===== src/rtl/adc_spi_capture.sv =====
// LTC1407A capture: a rising edge on enable_adc pulses ad_conv, clocks one 34-bit SPI frame
// and presents two signed samples with a one-cycle data_valid. Optional: ADC_OVR_DETECT_EN.
module adc_spi_capture #(
  parameter int CLK_DIV     = 2,
  parameter int CONV_CYCLES = 2,
  parameter int DATA_W      = 14
) (
  input  logic              clock,
  input  logic              reset,
  input  logic              enable_adc,
  input  logic              spi_miso,
  output logic              ad_conv,
  output logic              spi_sck,
  output logic              busy,
  output logic [DATA_W-1:0] ch0_data,
  output logic [DATA_W-1:0] ch1_data,
  output logic              data_valid,
  output logic [1:0]        ovr_flag
);

  localparam int DIV_W  = (CLK_DIV > 1) ? $clog2(CLK_DIV) : 1;
  localparam int CONV_W = (CONV_CYCLES > 1) ? $clog2(CONV_CYCLES) : 1;

  localparam logic [DIV_W-1:0]  DIV_LAST  = DIV_W'(CLK_DIV - 1);
  localparam logic [CONV_W-1:0] CONV_LAST = CONV_W'(CONV_CYCLES - 1);

  // Frame layout: 2 pad bits, ch0, 2 pad bits, ch1, 2 pad bits.
  localparam logic [5:0] LAST_BIT  = 6'd33;
  localparam logic [5:0] CH0_FIRST = 6'd2;
  localparam logic [5:0] CH0_LAST  = 6'(2 + DATA_W - 1);
  localparam logic [5:0] CH1_FIRST = 6'(2 + DATA_W + 2);
  localparam logic [5:0] CH1_LAST  = 6'(2 + DATA_W + 2 + DATA_W - 1);

  typedef enum logic [1:0] {
    S_IDLE,
    S_CONV,
    S_SHIFT,
    S_DONE
  } state_t;

  state_t state;
  state_t state_nx;

  logic              enable_adc_q;
  logic              start;
  logic [CONV_W-1:0] conv_cnt;
  logic [DIV_W-1:0]  div_cnt;
  logic [5:0]        bit_cnt;
  logic              sck_q;
  logic [DATA_W-1:0] sh0;
  logic [DATA_W-1:0] sh1;

  logic conv_end;
  logic div_end;
  logic sample;
  logic frame_end;

  assign start     = enable_adc & ~enable_adc_q;
  assign conv_end  = (conv_cnt == CONV_LAST);
  assign div_end   = (div_cnt == DIV_LAST);
  assign sample    = (state == S_SHIFT) && div_end && !sck_q;
  assign frame_end = (state == S_SHIFT) && div_end && sck_q && (bit_cnt == LAST_BIT);

  assign spi_sck = sck_q;

  always_ff @(posedge clock) begin
    if (reset) state <= S_IDLE;
    else       state <= state_nx;
  end

  // NOTE: every output of this block gets a default before the case, so no
  // path leaves a variable unassigned and no latch is inferred.
  always_comb begin
    state_nx   = state;
    ad_conv    = 1'b0;
    busy       = 1'b0;
    data_valid = 1'b0;
    case (state)
      S_IDLE: begin
        if (start) state_nx = S_CONV;
      end
      S_CONV: begin
        ad_conv = 1'b1;
        busy    = 1'b1;
        if (conv_end) state_nx = S_SHIFT;
      end
      S_SHIFT: begin
        busy = 1'b1;
        if (frame_end) state_nx = S_DONE;
      end
      S_DONE: begin
        busy       = 1'b1;
        data_valid = 1'b1;
        state_nx   = S_IDLE;
      end
      default: state_nx = S_IDLE;
    endcase
  end

  // NOTE: all state below uses non-blocking assignments so every register
  // sees pre-edge values regardless of statement order.
  always_ff @(posedge clock) begin
    if (reset) begin
      enable_adc_q <= 1'b0;
      conv_cnt     <= '0;
      div_cnt      <= '0;
      bit_cnt      <= '0;
      sck_q        <= 1'b0;
      sh0          <= '0;
      sh1          <= '0;
      ch0_data     <= '0;
      ch1_data     <= '0;
    end else begin
      enable_adc_q <= enable_adc;
      case (state)
        S_IDLE: begin
          conv_cnt <= '0;
          div_cnt  <= '0;
          bit_cnt  <= '0;
          sck_q    <= 1'b0;
          sh0      <= '0;
          sh1      <= '0;
        end
        S_CONV: begin
          conv_cnt <= conv_end ? '0 : conv_cnt + CONV_W'(1);
        end
        S_SHIFT: begin
          if (div_end) begin
            div_cnt <= '0;
            sck_q   <= ~sck_q;
            if (sck_q) bit_cnt <= bit_cnt + 6'd1;
          end else begin
            div_cnt <= div_cnt + DIV_W'(1);
          end
          // Sample on the clock where SCK rises; pad bits are simply skipped.
          if (sample) begin
            if (bit_cnt >= CH0_FIRST && bit_cnt <= CH0_LAST)
              sh0 <= {sh0[DATA_W-2:0], spi_miso};
            if (bit_cnt >= CH1_FIRST && bit_cnt <= CH1_LAST)
              sh1 <= {sh1[DATA_W-2:0], spi_miso};
          end
        end
        default: ;
      endcase
      // Outputs change only on a completed frame, so partial frames never leak.
      if (frame_end) begin
        ch0_data <= sh0;
        ch1_data <= sh1;
      end
    end
  end

`ifdef ADC_OVR_DETECT_EN
  localparam logic [DATA_W-1:0] POS_FS = {1'b0, {(DATA_W-1){1'b1}}};
  localparam logic [DATA_W-1:0] NEG_FS = {1'b1, {(DATA_W-1){1'b0}}};

  function automatic logic at_full_scale(input logic [DATA_W-1:0] s);
    return (s == POS_FS) || (s == NEG_FS);
  endfunction

  logic [1:0] ovr_q;

  always_ff @(posedge clock) begin
    if (reset)          ovr_q <= 2'b00;
    else if (frame_end) ovr_q <= {at_full_scale(sh1), at_full_scale(sh0)};
  end

  assign ovr_flag = ovr_q;
`else
  assign ovr_flag = 2'b00;
`endif

endmodule


===== config.mk =====
export PLATFORM = sky130hd
export DESIGN_NAME = adc_spi_capture
export DESIGN_NICKNAME = d
export VERILOG_FILES = /design/src/rtl/adc_spi_capture.sv
export SDC_FILE = /design/constraint.sdc
export NUM_CORES = 1
export LEC_CHECK = 0
export ABC_AREA = 1
export CORE_ASPECT_RATIO = 1.5
export CORE_MARGIN = 2
export CORE_UTILIZATION = 42
export CTS_CLUSTER_SIZE = 16
export DETAILED_ROUTE_END_ITERATION = 8
export MAX_ROUTING_LAYER = met4
export PLACE_DENSITY = 0.68
export SETUP_SLACK_MARGIN = 0.4
export SYNTH_ARGS = -nofsm -noshare
export SYNTH_HDL_FRONTEND = slang
export SYNTH_SLANG_ARGS = --single-unit

===== constraint.sdc =====
create_clock -name clock -period 1.9 [get_ports clock]
set_input_delay 0.38 -clock clock [delete_from_list [all_inputs] [get_ports clock]]
set_output_delay 0.38 -clock clock [all_outputs]
set_load 0.1 [all_outputs]

Word-level counts from Yosys, hierarchy flattened
Cells that the tools add are included.
{"block": "word_totals", "output_inout_bits": 34, "ff_bits": 68, "inputBits": 4, "wordCells": 70}
{"block": "classes", "n_mux": 22, "n_eq_ne": 12, "n_addsub": 3, "bitwise_logic": 3, "n_reduce_logical": 16, "n_lt_le_gt_ge": 4}
{"cell": "two-way mux 14 bit", "count": 4}
{"cell": "case mux 14 bit (2 select lines)", "count": 2}
{"cell": "two-way mux 6 bit", "count": 2}
{"cell": "!= test 2 bit, second input constant", "count": 6}
{"cell": "case mux 6 bit (2 select lines)", "count": 1}
{"cell": "AND reduction 3 bit", "count": 4}
{"cell": "case mux 2 bit (4 select lines)", "count": 1}
{"cell": "adder 6 x 1 -> 6 bit, second input constant", "count": 1}
{"cell": "== test 6 bit, second input constant", "count": 1}
{"cell": ">= comparator 6 x 2 -> 1 bit, second input constant", "count": 1}
{"cell": ">= comparator 6 x 5 -> 1 bit, second input constant", "count": 1}
{"cell": "less-or-equal comparator 6 x 4 -> 1 bit, second input constant", "count": 1}
{"cell": "less-or-equal comparator 6 x 5 -> 1 bit, second input constant", "count": 1}
{"cell": "logical AND 1 bit", "count": 6}
{"cell": "two-way mux 1 bit", "count": 6}
{"cell": "two-way mux 2 bit", "count": 3}
{"cell": "case mux 1 bit (2 select lines)", "count": 3}
{"cell": "== test 2 bit, second input constant", "count": 2}
{"cell": "!= test 2 x 1 -> 1 bit, second input constant", "count": 2}
{"cell": "nonzero test 2 bit", "count": 2}
{"cell": "OR reduction 3 bit", "count": 1}
{"cell": "adder 1 bit, second input constant", "count": 2}
{"cell": "== test 2 x 1 -> 1 bit, second input constant", "count": 1}
{"cell": "logical NOT 2 bit", "count": 1}
{"cell": "other kinds (4)", "count": 5}

Depth between registers and ports, before layout
{"block": "depth", "ltp_word": 6, "mapped_depth": 12, "mapped_depth_nobuf": 10}

Worst setup path after synthesis
No wires, ideal clock.
{"block": "synth_path", "kind": "reg2reg", "from": "reg sck_q (netlist: spi_sck)", "to": "reg ch0_data[10]", "stages_incl_launch_ff": 8, "setup_slack_ns": -0.052, "setup_ns": 0.122, "period_less_slack_ns": 1.952, "t_arrival_ns": 1.830, "path_cell_list": "dfxtp_1 -> inv_1 -> nor3_2 -> nand2_2 -> inv_2 -> buf_6 -> buf_6 -> a21oi_1"}
{"block": "synth_between", "elab_chain_cells": 2}
{"item": "start: declaration", "line_no": "49", "rtl": "logic sck_q;"}
{"item": "start signal: assignment", "line_no": "130", "rtl": "sck_q <= ~sck_q;"}
{"item": "logical AND 1 bit (2 in a row)", "line_no": "62", "rtl": "assign frame_end = (state == S_SHIFT) && div_end && sck_q && (bit_cnt == LAST_BIT);"}
{"item": "end signal: assignment", "line_no": "111", "rtl": "ch0_data <= '0;"}
{"item": "end signal: assignment", "line_no": "147", "rtl": "ch0_data <= sh0;"}
{"item": "end: declaration", "line_no": "15", "rtl": "output logic [DATA_W-1:0] ch0_data,"}
Every way passes these cells.
A chain may end at the register's enable or synchronous reset.

Final worst setup path
{"block": "layout_path", "from": "reg state[0]", "to": "out busy"}
{"block": "layout_between", "elab_chain_cells": 3}
{"item": "start: declaration", "line_no": "41", "rtl": "state_t state;"}
{"item": "start signal: assignment", "line_no": "68", "rtl": "else state <= state_nx;"}
{"item": "== test 2 bit / == test 2 x 1 -> 1 bit (equally long branches)", "line_no": "78", "rtl": "case (state)"}
{"item": "OR reduction 3 bit (no line) *"}
{"item": "two-way mux 1 bit *", "line_no": "78"}
{"item": "end: declaration", "line_no": "14", "rtl": "output logic busy,"}
Mark *: on every way between the ends. The rest lies on a longest branch, timed or not.

==> results.md <==
Global route
* **antenna violations before repair** 0
* **number of global-route vias before repair** 2361
* **total grt overflow** 0
* **global-route wire length before repair** 10400 um
* **total global-route track usage** 17.6%
* **pin count of the biggest net entering global routing** 60

Floorplanning
* **die height** 107 um
* **effective utilization at floorplan** 43.3%
* **area of the core region** 6900 um2
* **number of I/O pins** 38
* **Die Outline Area** 7820 um2
* **row count** 37
* **overall die width** 72.9 um

Route
* **via density per instance** 5.15
* **wire length per cell** 14.2 um
* **residual antenna-violating net count after detailed routing** 0
* **number of design-rule violations left by the first detailed-router iteration** 180
* **number of DRC violations after detailed routing** 0
* **vias post-DR** 2763
* **routed wire length** 7650 um
* **number of detailed-routing iterations run before antenna repair** 4

Final layout
* **proportion of layout cells with a drive suffix above 1** 32.9%
* **most common cell after layout, fill and taps aside** sky130_fd_sc_hd__nor2_1
* **ANT cells** 0
* **highest-count cells in the layout ignoring fill and taps** sky130_fd_sc_hd__nor2_1, sky130_fd_sc_hd__nand2_1, sky130_fd_sc_hd__dfxtp_1, sky130_fd_sc_hd__buf_4, sky130_fd_sc_hd__a21oi_1
* **final-stage net count** 469
* **synthesis-to-finish area growth** 42.5%
* **Filler cells** 538

Hold path
* **path category of the worst min-delay check** register to register
* **number of instances on the worst hold path** 2
* **Hold Path End** conv_cnt$_SDFFE_PP0P_
* **launch point of the worst hold path** conv_cnt$_SDFFE_PP0P_

Clock tree
* **number of H-tree levels** 3
* **register clock-pin slew on the reported worst setup and hold paths** 0.07 ns
* **number of buffers inserted for hold repair after clock tree synthesis** 0
* **number of buffers created by CTS** 9
* **number of sinks driven by the clock tree** 68
* **CTS tree** built
* **buffer cell driving the clock tree root** sky130_fd_sc_hd__clkbuf_8
* **source-to-sink clock delay at the later pin of the worst-skew pair** 0.35 ns
* **buffer levels on the longest clock path** 2

Outcome
* **status** complete, no violations

Setup path
* **worst flop-to-flop path endpoint** ch0_data[8]$_SDFFE_PP0P_
* **worst path arrival time** 1.19 ns
* **Crit. End Element** output port
* **required time of the worst setup path** 1.52 ns
* **critical path class** register to output port
* **R2R setup slack** 0.35 ns
* **critical path fanouts, max** 4
* **launch point of the worst reg-to-reg path** state[0]$_SDFFE_PP0P_
* **cell count of the worst reg-to-reg path** 9
* **crit path launch type** register

Timing
* **RSZ-0062 raised after global routing** true
* **Pins Over Slew Limit** 0
* **count of endpoints failing hold in the final timing report** 0
* **maximum clock skew at final layout** 0.00980 ns
* **part of the cycle the worst path needs** 82.8%
* **maximum operating frequency** 636 MHz
* **number of setup violations in the final report** 0
* **summed negative setup slack over all endpoints** 0 ns
* **worst-case hold slack** 0.477 ns
* **time the worst path needs with I/O delays and setup** 1.57 ns

Placed design
* **Final GP Congestion** 0.767
* **count of port buffers added during placement** 35
* **sum of net half-perimeters after detailed placement** 4010 um

Synthesis
* **count of state elements after synthesis** 68
* **Cell variety after synth** 23
* **gate count after technology mapping** 404
* **Netlist Area Pre-Place** 2990 um2
* **fraction of the yosys area taken by sequential cells** 45.6%
* **synthesis warning total** 0
* **average footprint of a synthesized cell** 7.39 um2

Pwr
* **Lkg Pwr** 1.80 nW
* **power per standard cell area** 1600 nW/um2
* **Max IR drop VDD** 2000 uV

Job
* **number of max-cap violations** 0

-- metal layers --
layer	vias up	share of wire (%)	GRT usage (%)	routed length, um
li1	1394	-	-	-
met1	1257	39	19.8	2950
met2	82	52	28.6	4010
met3	30	4.6	4.12	350
met4	0	4.4	8.86	340
met5	-	0	-	0
-- critical path: stages (launching register included) --
cell	delay (ns)
sky130_fd_sc_hd__dfxtp_4	0.37
sky130_fd_sc_hd__inv_6	0.07
sky130_fd_sc_hd__ha_4	0.15
sky130_fd_sc_hd__clkinvlp_4	0.09
sky130_fd_sc_hd__buf_12	0.17
-- state kept, by name (all words and copies together), names as in the netlist, 2 cells and up --
name,flops
sh0,14
ch1_data,14
bit_cnt,6
sh1,14
ch0_data,14
state,2
-- power by group --
part,leakage [nW],switching [mW],internal [mW]
Clock,0.0826,0.514,0.494
Sequential,0.559,0.278,1.76
Combinational,1.16,2.20,1.56
-- final cells by class --
type | count | area, um2 | share of cell area [%]
Inverter | 31 | 140 | 3.29
Clock buffer | 12 | 145 | 3.41
Clock inverter | 2 | 11.3 | 0.265
Tap cell | 78 | 97.6 | 2.29
Sequential cell | 68 | 1380 | 32.5
Multi-Input combinational cell | 287 | 1720 | 40.3
Timing Repair Buffer | 59 | 762 | 17.9
-- worst max path at each step --
stage          slack [ns]                   endpoint  depth (start not counted)             startpoint
2_1_floorplan        0.35       sh0[10]$_SDFFE_PP0P_                         10  state[0]$_SDFFE_PP0P_
3_3_place_gp         0.21   ch0_data[9]$_SDFFE_PP0P_                          9  state[0]$_SDFFE_PP0P_
3_5_place_dp         0.12   ch0_data[6]$_SDFFE_PP0P_                          9  state[0]$_SDFFE_PP0P_
4_1_cts              0.31                       busy                          4  state[1]$_SDFFE_PP0P_
5_1_grt              0.25  ch0_data[13]$_SDFFE_PP0P_                          9  state[0]$_SDFFE_PP0P_
6_report             0.33                       busy                          4  state[0]$_SDFFE_PP0P_
-- repair_timing --
item                       4_1_cts  5_1_grt
pin swaps                        2       18
resized for setup               33       95
cloned                           1       13
setup endpoints to repair       65       63
buffers inserted                 1        6
hold endpoints to repair         0        0
-- logic make-up (layout without fill, tap and decap cells) --
kind of cell	Yosys count	in the layout	share of synthesized area [%]
DFF	68	68	45.6
and+or+nand+nor	191	196	27.6
buffers and inverters	55	104	9.43
xor gates and xnor gates	1	1	0.293
AOI/OAI and AO/OA	79	79	13.2
adders and majority gates	9	9	3.77
other	1	2	0.126
-- cells in the mapped netlist (all sizes together) --
master	count	area (um2)
nand3	24	150
ha	9	113
nor2	85	322
inv	31	116
o21ai	31	155
conb	1	3.75
clkbuf	8	30.0
dfxtp	68	1360
nand2	79	332
xor2	1	8.76
a21oi	48	240
buf	16	135
nor3	3	20.0
-- stage by stage --
step           setup WS, ns  power (mW)  util, %  cell area (um2)  cells
6_report              0.327        6.80     61.7             4260    537
5_1_grt               0.251        7.27     61.7             4260    537
4_1_cts               0.307        5.73     53.1             3670    518
3_5_place_dp          0.125        4.51     49.0             3380    502
3_3_place_gp          0.214        4.47     49.0             3380    502
2_1_floorplan         0.352        4.15        -             3010    405
No activity file was read; power rests on OpenSTA's default activity.
